--- src/rtl/instr_fetch_unit_if.sv ---
// Bus between the fetch unit, the PC register, instruction memory and decode.
// The fetch unit connects through the master modport and its environment through the slave modport.
interface instr_fetch_unit_if #(
    parameter int ADDR_W = 16,
    parameter int DATA_W = 16
);
    // PC register side
    logic [ADDR_W-1:0] PCIn;
    logic              PCWrite;
    // Control
    logic              FetchEn;
    logic              Flush;
    logic              FetchErr;
    // Instruction memory side
    logic [ADDR_W-1:0] MemAddr;
    logic              MemRead;
    logic [DATA_W-1:0] MemData;
    logic              MemReady;
    // Decode side
    logic [DATA_W-1:0] InstrOut;
    logic [ADDR_W-1:0] InstrPC;
    logic              InstrValid;
    logic              InstrAccept;

    modport master (
        input  PCIn, FetchEn, Flush, MemData, MemReady, InstrAccept,
        output MemAddr, MemRead, InstrOut, InstrPC, InstrValid, PCWrite, FetchErr
    );

    modport slave (
        output PCIn, FetchEn, Flush, MemData, MemReady, InstrAccept,
        input  MemAddr, MemRead, InstrOut, InstrPC, InstrValid, PCWrite, FetchErr
    );
endinterface

--- src/rtl/instr_fetch_unit.sv ---
// Instruction fetch unit: samples the PC, reads instruction memory, hands the
// word to decode and pulses PCWrite so the PC register advances.
//
// Handshakes:
//  - Memory: MemRead rises with MemAddr and both stay constant until the first
//    edge at which MemReady=1; MemData is taken at that edge.
//  - Decode: InstrValid rises with InstrOut/InstrPC and all three stay constant
//    until the first edge at which InstrAccept=1; the word transfers at that edge.
//    Flush withdraws either request without a transfer.
module instr_fetch_unit #(
    parameter int ADDR_W  = 16,
    parameter int DATA_W  = 16,
    parameter int TIMEOUT = 15
) (
    input  logic       CLK,
    input  logic       Reset,
    instr_fetch_unit_if.master bus,
    output logic [1:0] DbgState
);

    // Counter wide enough to hold TIMEOUT; a zero TIMEOUT still gets one bit.
    localparam int CNT_W = (TIMEOUT > 0) ? $clog2(TIMEOUT + 1) : 1;
    localparam logic [CNT_W-1:0] TIMEOUT_C = CNT_W'(TIMEOUT);
    localparam bit TIMEOUT_ON = (TIMEOUT != 0);

    typedef enum logic [1:0] {
        ST_IDLE = 2'd0,
        ST_WAIT = 2'd1,
        ST_HOLD = 2'd2,
        ST_ERR  = 2'd3
    } state_t;

    state_t            state;
    logic [CNT_W-1:0]  waitCount;
    logic [CNT_W-1:0]  waitCountInc;
    logic [ADDR_W-1:0] memAddr;
    logic              memRead;
    logic [DATA_W-1:0] instrOut;
    logic [ADDR_W-1:0] instrPC;
    logic              instrValid;
    logic              pcWrite;
    logic              fetchErr;

    // Saturating increment of the WAIT-cycle counter.
    always_comb begin
        waitCountInc = waitCount;
        if (waitCount != {CNT_W{1'b1}}) begin
            waitCountInc = waitCount + CNT_W'(1);
        end
    end

    // Fetch sequencer: one state register, all outputs registered alongside it.
    // Priority inside a cycle: Reset > Flush > MemReady > timeout > FetchEn.
    always_ff @(posedge CLK) begin
        if (Reset) begin
            state      <= ST_IDLE;
            waitCount  <= '0;
            memAddr    <= '0;
            memRead    <= 1'b0;
            instrOut   <= '0;
            instrPC    <= '0;
            instrValid <= 1'b0;
            pcWrite    <= 1'b0;
            fetchErr   <= 1'b0;
        end else begin
            // PCWrite is a single-cycle pulse; only a completed read raises it.
            pcWrite <= 1'b0;
            if (bus.Flush && (state != ST_ERR)) begin
                // Redirect: drop any outstanding read or held word.
                state      <= ST_IDLE;
                memRead    <= 1'b0;
                instrValid <= 1'b0;
                waitCount  <= '0;
            end else begin
                case (state)
                    ST_IDLE: begin
                        if (bus.FetchEn) begin
                            memAddr   <= bus.PCIn;
                            memRead   <= 1'b1;
                            waitCount <= '0;
                            state     <= ST_WAIT;
                        end
                    end
                    ST_WAIT: begin
                        if (bus.MemReady) begin
                            // A completing read beats a timeout in the same cycle.
                            instrOut   <= bus.MemData;
                            instrPC    <= memAddr;
                            instrValid <= 1'b1;
                            pcWrite    <= 1'b1;
                            memRead    <= 1'b0;
                            state      <= ST_HOLD;
                        end else begin
                            waitCount <= waitCountInc;
                            if (TIMEOUT_ON && (waitCountInc == TIMEOUT_C)) begin
                                memRead  <= 1'b0;
                                fetchErr <= 1'b1;
                                state    <= ST_ERR;
                            end
                        end
                    end
                    ST_HOLD: begin
                        // Returning through IDLE gives the PC register a cycle to
                        // present the advanced PC before the next sample.
                        if (bus.InstrAccept) begin
                            instrValid <= 1'b0;
                            state      <= ST_IDLE;
                        end
                    end
                    ST_ERR: begin
                        // Terminal until Reset; Flush has no effect here.
                        memRead    <= 1'b0;
                        instrValid <= 1'b0;
                        fetchErr   <= 1'b1;
                    end
                    default: begin
                        state <= ST_IDLE;
                    end
                endcase
            end
        end
    end

    assign bus.MemAddr    = memAddr;
    assign bus.MemRead    = memRead;
    assign bus.InstrOut   = instrOut;
    assign bus.InstrPC    = instrPC;
    assign bus.InstrValid = instrValid;
    assign bus.PCWrite    = pcWrite;
    assign bus.FetchErr   = fetchErr;
    assign DbgState       = state;

endmodule

--- src/flat_wrapper.sv ---
// flat-port wrapper written by rule: the top's interface ports become plain ports
module instr_fetch_unit_flat 
#(
    parameter int ADDR_W  = 16,
    parameter int DATA_W  = 16,
    parameter int TIMEOUT = 15
)
  (CLK, Reset, DbgState, bus_PCIn, bus_FetchEn, bus_Flush, bus_MemData, bus_MemReady, bus_InstrAccept, bus_MemAddr, bus_MemRead, bus_InstrOut, bus_InstrPC, bus_InstrValid, bus_PCWrite, bus_FetchErr);
  instr_fetch_unit_if #(.ADDR_W(ADDR_W), .DATA_W(DATA_W)) bus_i ();
  input  logic CLK;
  input  logic Reset;
  output logic [1:0] DbgState;
  input wire logic [$bits(bus_i.PCIn)-1:0] bus_PCIn;
  input wire logic [$bits(bus_i.FetchEn)-1:0] bus_FetchEn;
  input wire logic [$bits(bus_i.Flush)-1:0] bus_Flush;
  input wire logic [$bits(bus_i.MemData)-1:0] bus_MemData;
  input wire logic [$bits(bus_i.MemReady)-1:0] bus_MemReady;
  input wire logic [$bits(bus_i.InstrAccept)-1:0] bus_InstrAccept;
  output wire logic [$bits(bus_i.MemAddr)-1:0] bus_MemAddr;
  output wire logic [$bits(bus_i.MemRead)-1:0] bus_MemRead;
  output wire logic [$bits(bus_i.InstrOut)-1:0] bus_InstrOut;
  output wire logic [$bits(bus_i.InstrPC)-1:0] bus_InstrPC;
  output wire logic [$bits(bus_i.InstrValid)-1:0] bus_InstrValid;
  output wire logic [$bits(bus_i.PCWrite)-1:0] bus_PCWrite;
  output wire logic [$bits(bus_i.FetchErr)-1:0] bus_FetchErr;
  assign bus_i.PCIn = bus_PCIn;
  assign bus_i.FetchEn = bus_FetchEn;
  assign bus_i.Flush = bus_Flush;
  assign bus_i.MemData = bus_MemData;
  assign bus_i.MemReady = bus_MemReady;
  assign bus_i.InstrAccept = bus_InstrAccept;
  assign bus_MemAddr = bus_i.MemAddr;
  assign bus_MemRead = bus_i.MemRead;
  assign bus_InstrOut = bus_i.InstrOut;
  assign bus_InstrPC = bus_i.InstrPC;
  assign bus_InstrValid = bus_i.InstrValid;
  assign bus_PCWrite = bus_i.PCWrite;
  assign bus_FetchErr = bus_i.FetchErr;
  instr_fetch_unit #(.ADDR_W(ADDR_W), .DATA_W(DATA_W), .TIMEOUT(TIMEOUT)) u_core (.CLK(CLK), .Reset(Reset), .bus(bus_i), .DbgState(DbgState));
endmodule
--- config.mk ---
export PLATFORM = sky130hd
export DESIGN_NAME = instr_fetch_unit_flat
export DESIGN_NICKNAME = d
export VERILOG_FILES = /design/src/rtl/instr_fetch_unit_if.sv /design/src/rtl/instr_fetch_unit.sv /design/src/flat_wrapper.sv
export SDC_FILE = /design/constraint.sdc
export NUM_CORES = 1
export LEC_CHECK = 0
export BUFFER_PORTS_ARGS = -buffer_cell sky130_fd_sc_hd__buf_2
export CORE_MARGIN = 2
export CORE_UTILIZATION = 51
export DETAILED_ROUTE_END_ITERATION = 16
export HOLD_SLACK_MARGIN = 0.02
export PLACE_DENSITY = 0.84
export SYNTH_ARGS = -nofsm -noshare
export SYNTH_HDL_FRONTEND = slang
export SYNTH_SLANG_ARGS = --single-unit
--- constraint.sdc ---
create_clock -name CLK -period 4.4 [get_ports CLK]
set_input_delay 0.66 -clock CLK [delete_from_list [all_inputs] [get_ports CLK]]
set_output_delay 0.66 -clock CLK [all_outputs]
set_load 0.05 [all_outputs]
==> results.toml <==
[global_routing]
globalRoute.totalOverflow = 0
grt_usage = 0.224
grt_pass1_vias = 1986
grt_pass1_wl_um = 8810
grt_max_degree = 52
antenna_found_initial = 0

[synthesis]
synth-warning-count = 0
synthArstFlopShare = 0
synth_cell_type_count = 38
ys_ff_latch = 58
syn_area_per_cell_um2 = 8.14
syn_area_um2 = 2270
synthCells = 279
synth_ff_type = "dfxtp_1"
seq_area_frac_synth = 0.511
synth_edf_count = 0
synth_fp_nets = 318

[layout]
seq_area_um2 = 1160
mostFrequentLayoutCells = "nand2_1 (98), buf_2 (91), dfxtp_1 (58)"
drive_above_1_share = 0.304
area_growth_pct = 27.0
layout_commonest_cell = "nand2_1"
diodes = 0
postLayoutCellArea_um2 = 2880
multi_input_area_um2 = 993
nNetsFinal = 400
fillers = 372

[clock_tree]
insertion_delay_ns = 0.33
cts_tree = "built"
cts-root-buf = "clkbuf_8"
hold_buffers = 0
postCtsResizedCells = 0
clk_pin_slew_worst_paths_ns = 0.06
htreeDepth = 3
numCtsBuffers = 9
max-clock-path-buffers = 2
cts_sinks = 58
cts_setup_buffers = 0

[timing]
hold_viol = 0
fin_skew_ns = 0.00819
rsz0062_at_grt = "no"
worst_slack_ns = 2.35
slew_headroom = 0.409
min_period_ns = 2.05
slew_viol_final = 0
setup_viol = 0
setup_tns_ns = 0
tightest_slew_ns = 0.887
fmax_mhz = 488
timing.final.crit_share = 0.466

[place]
dpl_worst_slack_ns = 2.18
dpl.hpwl_um = 3690
portBuffers = 91
gp_congestion = 0.859
postPlaceCellArea_um2 = 2690

[routing]
drt.antenna.violating_nets = 0
first_pass_iters = 4
vias = 2175
wl_um = 5410
drc = 0
drtIter0Drc = 160
routedWlPerCell_um = 13.0
via_per_inst = 5.22

[pwr]
swShare = 0.252
comb_power_share = 0.098
pwr_density_cell_nw_per_um2 = 386
totalPowerFinal_w = 0.00111
seqPwrFrac = 0.490
switchingPower_w = 0.000281
clock_power_share = 0.412
p_int_w = 0.000832
ir_drop_mv = 0.238
cellLeakagePower_nw = 1.26

[die]
coreArea_um2 = 4320
ioPinCount = 92
start_util = 0.525
die_area_um2 = 5000
rows = 24
die_w_um = 70.7
die-height_um = 70.7

[critical_path]
critical-path-slowest-cell = "dfxtp_1"
cp.arrival_ns = 1.39
cp-end-kind = "output port"
critPathKind = "flop to output port"
crit_fanout = 18
setup.worst_path.start_class = "flop"
cp_cell_sequence = "buf_2"
crit_required_ns = 3.74
critical-path-max-stage-delay_ns = 0.69
crit_buf_inv = 1
cp_top_family = "flip-flops"

[flow_run]
maxCapViolations = 0

[hold_path]
hold_class = "flop to flop"

[outcome]
status = "completed"
## worst min-delay path, cell delays in order, from the launching register on
cell	delay, ns
dfxtp_1	0.30
nand2_1	0.05
a21oi_1	0.05
## registers in the layout (all words and copies together) (netlist names)
| name | count |
|---|---|
| u_core.bus.InstrValid | 1 |
| u_core.bus.PCWrite | 1 |
| u_core.bus.InstrOut | 16 |
| u_core.bus.InstrPC | 16 |
| u_core.bus.MemRead | 1 |
| u_core.bus.MemAddr | 16 |
| u_core.waitCount | 4 |
| u_core.DbgState | 2 |
| u_core.bus.FetchErr | 1 |
## power by group through the flow
| stage | combinational, W | clock [W] | sequential (W) |
|---|---|---|---|
| finish | 0.000109 | 0.000458 | 0.000545 |
| global route | 0.000118 | 0.000496 | 0.000546 |
| CTS | 0.000110 | 0.000471 | 0.000545 |
| detailed placement | 0.000110 | 0 | 0.000557 |
| global placement | 0.000108 | 0 | 0.000556 |
| floorplan | 0.0000409 | 0 | 0.000592 |
## cells by family after synthesis
family | share of synthesized area
XOR/XNOR | 0.00386
flip-flops | 0.511
buffers and inverters | 0.0512
adder cells (fa/ha/maj) | 0.00551
AND/OR/NAND/NOR | 0.245
AO/OA/AOI/OAI | 0.183
## stage by stage
step                 util  hold WS [ns]  std cells
floorplan               -         0.497        279
global placement    0.623         0.438        402
detailed placement  0.623         0.444        402
CTS                 0.667         0.453        417
global route        0.667         0.466        417
finish              0.667         0.450        417
## synth_stat cells, types with 2 or more instances
cell type,count,area (µm²)
o21bai_1,2,15.0
nor2b_1,2,12.5
inv_1,3,11.3
nand2b_1,5,31.3
buf_4,2,15.0
o31ai_1,2,15.0
nand2_1,98,368
dfxtp_1,58,1160
o22ai_1,2,12.5
nand3_1,4,20.0
buf_2,8,40.0
o21ai_0,2,10.0
a211oi_1,3,22.5
a2bb2oi_1,2,17.5
nor2_1,5,18.8
a21oi_1,51,255
clkbuf_1,9,33.8
## layer usage
layer | global-route usage | up-vias | part of all wire
met5 | 0 | - | 0
met4 | 0.0776 | 0 | 0.0091
met3 | 0.0897 | 7 | 0.088
met2 | 0.368 | 95 | 0.47
met1 | 0.267 | 971 | 0.43
li1 | - | 1102 | -
## final cells by class
type | instances | share of cell area
clock buffer | 14 | 0.0633
clock inverter | 1 | 0.00260
inverter | 3 | 0.00390
multi-input combinational | 197 | 0.344
sequential | 58 | 0.403
tap | 52 | 0.0226
timing repair buffer | 92 | 0.161
## worst paths after layout
| kind | start | endpoint | slack (ns) | depth (start not counted) |
|---|---|---|---|---|
| setup / recovery | u_core.DbgState[1] | DbgState[1] | 2.35 | 1 |
| hold / removal | u_core.bus.InstrOut[8] | u_core.bus.InstrOut[8] | 0.45 | 2 |
| setup reg to reg | u_core.DbgState[0] | u_core.bus.InstrPC[0] | 2.37 | 4 |
| hold reg to reg | u_core.bus.InstrOut[8] | u_core.bus.InstrOut[8] | 0.45 | 2 |
Note: power is estimated with default switching activity, not from simulation.
